===== src/rtl/tinker_lsu_pkg.sv =====
// Shared encodings for the load/store unit: access sizes, FSM states and
// the byte-count helper used for alignment checks.
package tinker_lsu_pkg;

  localparam logic [1:0] SZ_B = 2'b00;
  localparam logic [1:0] SZ_H = 2'b01;
  localparam logic [1:0] SZ_W = 2'b10;
  localparam logic [1:0] SZ_D = 2'b11;

  typedef enum logic [2:0] {
    IDLE,
    RD_ISSUE,
    RD_CAPTURE,
    WR_ISSUE,
    RESP
  } lsu_state_e;

  function automatic logic [3:0] size_bytes(input logic [1:0] sz);
    return 4'd1 << sz;
  endfunction

endpackage


===== src/rtl/lsu_byte_lane.sv =====
// Combinational byte-lane steering: extracts and extends a load result from a
// memory word, and merges sub-word store data into a word at the same offset.
module lsu_byte_lane
  import tinker_lsu_pkg::*;
(
  input  logic [63:0] word_i,
  input  logic [2:0]  offset_i,
  input  logic [1:0]  size_i,
  input  logic        is_signed_i,
  input  logic [63:0] wdata_i,
  output logic [63:0] load_data_o,
  output logic [63:0] merge_data_o
);

  logic [5:0]  shamt;
  logic [63:0] lane;
  logic [63:0] size_mask;
  logic [63:0] lane_mask;

  assign shamt = {offset_i, 3'b000};
  assign lane  = word_i >> shamt;

  always_comb begin
    size_mask   = '1;
    load_data_o = lane;
    case (size_i)
      SZ_B: begin
        size_mask   = 64'h0000_0000_0000_00FF;
        load_data_o = {{56{is_signed_i & lane[7]}}, lane[7:0]};
      end
      SZ_H: begin
        size_mask   = 64'h0000_0000_0000_FFFF;
        load_data_o = {{48{is_signed_i & lane[15]}}, lane[15:0]};
      end
      SZ_W: begin
        size_mask   = 64'h0000_0000_FFFF_FFFF;
        load_data_o = {{32{is_signed_i & lane[31]}}, lane[31:0]};
      end
      default: ;
    endcase
  end

  assign lane_mask    = size_mask << shamt;
  assign merge_data_o = (word_i & ~lane_mask) | ((wdata_i << shamt) & lane_mask);

endmodule


===== src/rtl/load_store_unit.sv =====
// Core-side initiator for the single-ported data memory: one request in
// flight. Define LSU_RMW_EN to enable read-modify-write for sub-word stores.
module load_store_unit
  import tinker_lsu_pkg::*;
#(
  parameter int MEM_WORDS = 1025
) (
  input  logic        clk,
  input  logic        rst_n,
  input  logic        req_valid,
  output logic        req_ready,
  input  logic        req_write,
  input  logic [1:0]  req_size,
  input  logic        req_signed,
  input  logic [63:0] req_addr,
  input  logic [63:0] req_wdata,
  output logic        resp_valid,
  input  logic        resp_ready,
  output logic [63:0] resp_rdata,
  output logic        resp_err,
  output logic        mem_control_signal,
  output logic [63:0] mem_address,
  output logic [63:0] mem_write_data,
  input  logic signed [63:0] mem_read_data
);

  localparam logic [60:0] MEM_WORDS_W = 61'(MEM_WORDS);

  lsu_state_e  state_q;
  logic [2:0]  off_q;
  logic [1:0]  size_q;
  logic        signed_q;
  logic        write_q;
  logic [63:0] wdata_q;
  logic        req_ready_q;
  logic        resp_valid_q;
  logic        resp_err_q;
  logic [63:0] resp_rdata_q;
  logic        mem_we_q;
  logic [63:0] mem_addr_q;
  logic [63:0] mem_wdata_q;

  logic        misaligned;
  logic        out_of_range;
  logic        no_rmw;
  logic        req_err;
  logic [63:0] load_data;
  logic [63:0] merge_data;

  assign misaligned   = |(req_addr[2:0] & 3'(size_bytes(req_size) - 4'd1));
  assign out_of_range = req_addr[63:3] >= MEM_WORDS_W;
`ifdef LSU_RMW_EN
  assign no_rmw = 1'b0;
`else
  // Without RMW a sub-word store would clobber the rest of the word.
  assign no_rmw = req_write && (req_size != SZ_D);
`endif
  assign req_err = misaligned || out_of_range || no_rmw;

  lsu_byte_lane u_lane (
    .word_i       (mem_read_data),
    .offset_i     (off_q),
    .size_i       (size_q),
    .is_signed_i  (signed_q),
    .wdata_i      (wdata_q),
    .load_data_o  (load_data),
    .merge_data_o (merge_data)
  );

  always_ff @(posedge clk or negedge rst_n) begin
    if (!rst_n) begin
      state_q      <= IDLE;
      off_q        <= '0;
      size_q       <= SZ_B;
      signed_q     <= 1'b0;
      write_q      <= 1'b0;
      wdata_q      <= '0;
      req_ready_q  <= 1'b1;
      resp_valid_q <= 1'b0;
      resp_err_q   <= 1'b0;
      resp_rdata_q <= '0;
      mem_we_q     <= 1'b0;
      mem_addr_q   <= '0;
      mem_wdata_q  <= '0;
    end else begin
      case (state_q)
        IDLE: begin
          if (req_valid && req_ready_q) begin
            req_ready_q <= 1'b0;
            off_q       <= req_addr[2:0];
            size_q      <= req_size;
            signed_q    <= req_signed;
            write_q     <= req_write;
            wdata_q     <= req_wdata;
            mem_addr_q  <= {3'b000, req_addr[63:3]};
            mem_wdata_q <= req_wdata;
            if (req_err) begin
              resp_valid_q <= 1'b1;
              resp_err_q   <= 1'b1;
              resp_rdata_q <= '0;
              state_q      <= RESP;
            end else if (req_write && (req_size == SZ_D)) begin
              mem_we_q <= 1'b1;
              state_q  <= WR_ISSUE;
            end else begin
              state_q <= RD_ISSUE;
            end
          end
        end
        RD_ISSUE: state_q <= RD_CAPTURE;
        RD_CAPTURE: begin
          if (write_q) begin
            mem_wdata_q <= merge_data;
            mem_we_q    <= 1'b1;
            state_q     <= WR_ISSUE;
          end else begin
            resp_rdata_q <= load_data;
            resp_err_q   <= 1'b0;
            resp_valid_q <= 1'b1;
            state_q      <= RESP;
          end
        end
        WR_ISSUE: begin
          mem_we_q     <= 1'b0;
          resp_rdata_q <= '0;
          resp_err_q   <= 1'b0;
          resp_valid_q <= 1'b1;
          state_q      <= RESP;
        end
        RESP: begin
          if (resp_ready) begin
            resp_valid_q <= 1'b0;
            resp_err_q   <= 1'b0;
            resp_rdata_q <= '0;
            req_ready_q  <= 1'b1;
            state_q      <= IDLE;
          end
        end
        default: state_q <= IDLE;
      endcase
    end
  end

  assign req_ready          = req_ready_q;
  assign resp_valid         = resp_valid_q;
  assign resp_err           = resp_err_q;
  assign resp_rdata         = resp_rdata_q;
  assign mem_control_signal = mem_we_q;
  assign mem_address        = mem_addr_q;
  assign mem_write_data     = mem_wdata_q;

endmodule


===== config.mk =====
export PLATFORM = sky130hd
export DESIGN_NAME = load_store_unit
export DESIGN_NICKNAME = d
export VERILOG_FILES = /design/src/rtl/tinker_lsu_pkg.sv /design/src/rtl/lsu_byte_lane.sv /design/src/rtl/load_store_unit.sv
export SDC_FILE = /design/constraint.sdc
export NUM_CORES = 1
export LEC_CHECK = 0
export CORE_ASPECT_RATIO = 1.5
export CORE_MARGIN = 2
export CORE_UTILIZATION = 61
export DETAILED_ROUTE_END_ITERATION = 12
export DONT_BUFFER_PORTS = 1
export PLACE_DENSITY = 0.88
export SLEW_MARGIN = 20
export SYNTH_ARGS = -nofsm -noshare
export SYNTH_HDL_FRONTEND = slang
export SYNTH_SLANG_ARGS = --single-unit

===== constraint.sdc =====
create_clock -name clk -period 2.35 [get_ports clk]
set_input_delay 0.1175 -clock clk [delete_from_list [all_inputs] [get_ports clk]]
set_output_delay 0.1175 -clock clk [all_outputs]
set_load 0.005 [all_outputs]

; ---- After elaboration in Yosys (flattened, before gate mapping)
; Index checks and enable logic that the tools add are counted.
[totals]
reg_bits = 267
latch_bits = 0
ram_bits = 0
mem_bits_ro = 0
input_bits = 200
output_inout_bits = 196
word_cells = 91
n_memories = 0
[op_classes]
add_sub_neg = 1
mul = 0
div = 0
n_lt_le_gt_ge = 1
eq_ne = 15
n_shift = 4
muxes = 31
bitwise_logic = 8
reduce_logical = 18
[op_table]
columns = operator, count
row1 = $mux W64, 6
row2 = $pmux W64 S3, 2
row3 = $pmux W64 S4, 1
row4 = $and A64 B64 Y64, 2
row5 = $pmux W64 S2, 1
row6 = $shl A64 B6 Y64, 2
row7 = $not A64 Y64, 1
row8 = $or A64 B64 Y64, 1
row9 = $shr A64 B6 Y64, 1
row10 = $ge A61 B11 Y1 const B, 1
row11 = $ne A2 B2 Y1 const B, 8
row12 = $pmux W3 S5, 1
row13 = $mux W3, 4
row14 = $mux W1, 11
row15 = $reduce_and A5 Y1, 2
row16 = $pmux W1 S4, 2
row17 = $eq A3 B2 Y1 const B, 2
row18 = $reduce_and A3 Y1, 2
row19 = $eq A2 B2 Y1 const B, 2
row20 = $reduce_and A2 Y1, 2
row21 = $reduce_bool A2 Y1, 2
row22 = $reduce_bool A4 Y1, 1
row23 = $and A1 B1 Y1, 3
row24 = $and A3 B3 Y3, 1
row25 = other kinds (14), 17

; ---- Longest topological paths before layout
[logic_depth]
ltp_word = 9
ltp_mapped = 9
depth_no_buf = 5

; ---- By module
; Synthesis repeated with hierarchy kept, for this count alone.
[hier_totals]
hier_cells = 1667
hier_area_um2 = 16196.8
[modules_own_cells]
columns = mod, n_inst, cells_per_inst, area_per_inst_um2
row1 = load_store_unit, 1, 1060, 11453.5
row2 = lsu_byte_lane, 1, 607, 4743.3

; ---- Worst setup path after synthesis
; No wires, ideal clock.
[synth_path]
path_kind = register to register
startpoint = register off_q[0]
endpoint = register resp_rdata_q[16] (netlist: resp_rdata[16])
setup_time_ns = 0.127
arrival_ns = 1.858
required_time_ns = 2.223
path_slack_ns = 0.365
path_stages_with_launch = 9
period_less_slack_ns = 1.985
cell_sequence = dfrtp_1 -> buf_4 -> buf_4 -> buf_2 -> mux4_2 -> a2bb2oi_1 -> nor2_1 -> nor3_1 -> mux2i_1
[synth_between]
elab_chain_cells = 5
word_cells_on_any_way = 6
[synth_rtl]
columns = element, line_no
row1 = "start, declared", load_store_unit.sv:30  ; logic [2:0] off_q;
row2 = "start signal, assigned", load_store_unit.sv:90  ; off_q <= req_addr[2:0];
row3 = $shr A64 B6 Y64 (*), lsu_byte_lane.sv:21  ; assign lane = word_i >> shamt;
row4 = "$and A1 B1 Y1, on equally long branches", "lsu_byte_lane.sv:33, lsu_byte_lane.sv:29"
row5 = $pmux W64 S3 (*), lsu_byte_lane.sv:26  ; case (size_i)
row6 = $mux W64 (*), load_store_unit.sv:112  ; if (write_q) begin
row7 = $pmux W64 S4 (*), load_store_unit.sv:86  ; case (state_q)
row8 = "end signal, assigned", load_store_unit.sv:117  ; resp_rdata_q <= load_data;
row9 = "end, declared", load_store_unit.sv:38  ; logic [63:0] resp_rdata_q;
; Mark *: on every way between the ends. The rest lies on a longest branch, timed or not. The select of a mux whose other input is x is not followed.
; A chain may end at the register's enable or synchronous reset.

; ---- Final worst setup path
[layout_path]
startpoint = register off_q[1]
endpoint = register resp_rdata_q[20] (netlist: resp_rdata[20])
; The elaborated chain is that of the path after synthesis.

==> results.cfg <==
[timing]
hold_viol = 269
fmax_mhz = 441
fin_skew_ns = 0.0272
whs_ns = -0.756
period_minus_slack_ns = 2.27
tightest_slew_ns = 0.635
slew_headroom_pct = 57.7
final.period_utilization_pct = 96.6
drv_slew = 0
finalSetupViolCount = 0
fin_setup_tns_ns = 0
rsz0062_at_grt = no

[route]
routed_wl_mm = 67.5
route.detailed.drc = 0
vias_per_cell = 7.10
drt_iter0_drc = 1897
drtAntennaViolNets = 0
vias = 15700
firstDrtPassIters = 6
avgRoutedWirePerCell_um = 30.5

[global_route]
antenna_found_initial = 9
grt_max_degree = 268
grtUsageTotal_pct = 50.5
grt_pass1_wl_mm = 99.0
overflow = 0
grt_pass1_vias = 15800

[pwr]
p_sw_share_pct = 42.4
irDropWorstVdd_mv = 0.791
leakagePower_nw = 8.60
p_per_area_nw_per_um2 = 1180
power_frac_seq_pct = 37.6
switchingPower_mw = 9.48
combPwrFrac_pct = 43.7
internal-power_mw = 12.9
p_total_mw = 22.3
clockPowerShare_pct = 18.7

[worst_setup_path]
cp_slowest_stage_delay_ns = 0.59
path_max_fanout = 17
critPathRequiredTime_ns = 2.76
r2r-end = resp_rdata[20]$_DFFE_PN0P_
start_kind = register
rrSetupSlack_ns = 0.08
end_kind = register
timing.rr.start = off_q[1]$_DFFE_PN0P_
worstPathArrival_ns = 2.68
timing.critical_path.from = off_q[1]$_DFFE_PN0P_
cp_num_buf_inv = 1
critical_path.slowest_cell = dfrtp_4
cp_top_family = flip-flops
cp_cell_sequence = mux2_1 -> o22a_1 -> and3_2 -> buf_4 -> nor3_1 -> mux2i_1
criticalPathCategory = reg -> reg
ff2ff_path_depth = 6

[synth]
yosys_warnings = 0
synth_largest_area_cell = dfrtp_1
async_reset_ff_share_pct = 100
yosysMostFrequentCell = nand2_1
synth_edf_count = 0
ys.flop_type = dfrtp_1
ys_types = 58
synthesis.area_um2 = 15400
ys_ff_latch = 267
synthTopCellsByCount = nand2_1, dfrtp_1, mux2i_1
ys_top_cells_by_area = dfrtp_1, nand2_1, mux4_2
syn_avg_cell_area_um2 = 9.17
netlist.area_leader.share_pct = 43.1
netlist_instances = 1684
synth-seq-area-share_pct = 43.3

[clock_tree]
cts_tree = done
clk_latency_ns = 0.57
cts_buffers = 25
htreeDepth = 1
holdBufCountCts = 181
cts.sinks = 267
clockRootBuffer = clkbuf_16
clockBufferDepth = 3
clkSlewWorstSetupHoldPaths_ns = 0.07

[job]
max-cap-violations = 0

[floorplan]
rows = 71
die_h_um = 199
io_pins = 396
core_area_um2 = 25000
die_area_um2 = 26600
start_util_pct = 61.8
chipWidth_um = 134

[placement]
dp_cells = 1972
dp_hpwl_mm = 45.9
portBuffers = 0
gp_congestion = 1.00
dpl_cell_area_um2 = 16200

[min_path]
worst_hold_path_type = in -> async

[cells_and_area]
fin_area_um2 = 18900
final_cell_count_no_fill = 2216
drive_above_1_share_pct = 14.4
nNetsFinal = 2056
area_delta_synth_final_pct = 22.3

[outcome]
violations = negative hold slack
status = complete, but fails checks
layout by cell type, fill, tap and decap left out, types with 17 or more instances in the layout:
cell           Yosys  routed
o21ai_0           65      64
dfrtp_1          266     263
nor2_1            90      88
mux2i_1           97      97
buf_4             17      88
a21oi_1           88      88
mux2_2            18      18
o21a_1            20      19
nand4_1           38      38
dlygate4sd3_1      0     181
nand2_1          477     475
mux4_2            52      52
a22o_1            40      40
a22oi_1           17      17
clkbuf_16          0      25
nor3_1            25      22
inv_1             20      19
final cells by class:
cell class,instances,area [um2]
clock inverter,12,121
timing repair buffer,286,2820
fill,1619,6080
antenna,14,35.0
tap,328,410
sequential,267,6690
clock buffer,33,686
multi-input combinational,1256,8040
inverter,20,75.1
metrics by stage:
| stage | utilization, % | setup WS, ns |
|---|---|---|
| finish | 75.6 | 0.0801 |
| floorplan | - | 0.365 |
| global route | 75.6 | 0.00302 |
| global placement | 64.7 | 0.0913 |
| CTS | 75.2 | 0.0606 |
| detailed placement | 64.7 | 0.0865 |
routing by layer:
metal  part of all wire [%]  GRT usage (%)
met1                     31           51.8
met5                  0.018              0
met4                     12           47.8
met2                     46           80.4
met3                     11           16.8
flip-flops by register name (all words and copies together) (netlist names):
| signal | count |
|---|---|
| mem_control_signal | 1 |
| wdata_q | 64 |
| state_q | 3 |
| req_ready | 1 |
| mem_write_data | 64 |
| mem_address | 61 |
| size_q | 2 |
| off_q | 3 |
| resp_err | 1 |
| resp_rdata | 64 |
| write_q | 1 |
| signed_q | 1 |
| resp_valid | 1 |
what timing repair did:
| item | 4_1_cts | 5_1_grt |
|---|---|---|
| endpoints found under the setup margin | 0 | 47 |
| endpoints found under the hold margin | 483 | 267 |
| resized for setup | 0 | 13 |
| setup buffers | 0 | 4 |
kinds of logic (layout without fill, tap and decap cells):
kind of cell / Yosys count / count (layout) / synth area share (%)
simple gates: 724 / 724 / 20.0
compound gates: 356 / 356 / 15.7
flops: 267 / 267 / 43.3
mux: 173 / 173 / 15.8
buf+inv: 163 / 351 / 5.18
other cells: 1 / 17 / 0.0243
worst max-delay path by stage:
stage | cells after the start | to | slack, ns
2_1_floorplan | 8 | resp_rdata[16]$_DFFE_PN0P_ | 0.36
3_3_place_gp | 7 | mem_write_data[20]$_DFFE_PN0P_ | 0.09
3_5_place_dp | 7 | mem_write_data[20]$_DFFE_PN0P_ | 0.09
4_1_cts | 7 | mem_write_data[20]$_DFFE_PN0P_ | 0.06
5_1_grt | 6 | resp_rdata[29]$_DFFE_PN0P_ | 0.003
6_report | 6 | resp_rdata[20]$_DFFE_PN0P_ | 0.08
power groups by stage:
stage                     clock network, mW  logic [mW]  registers, mW
after floorplan                           0        6.52           7.28
after global placement                    0        8.74           8.26
after detailed placement                  0        8.94           8.26
after CTS                              4.16        9.24           8.23
after global routing                   4.32        10.4           8.43
final                                  4.18        9.77           8.39
No activity file was read; power rests on OpenSTA's default activity.
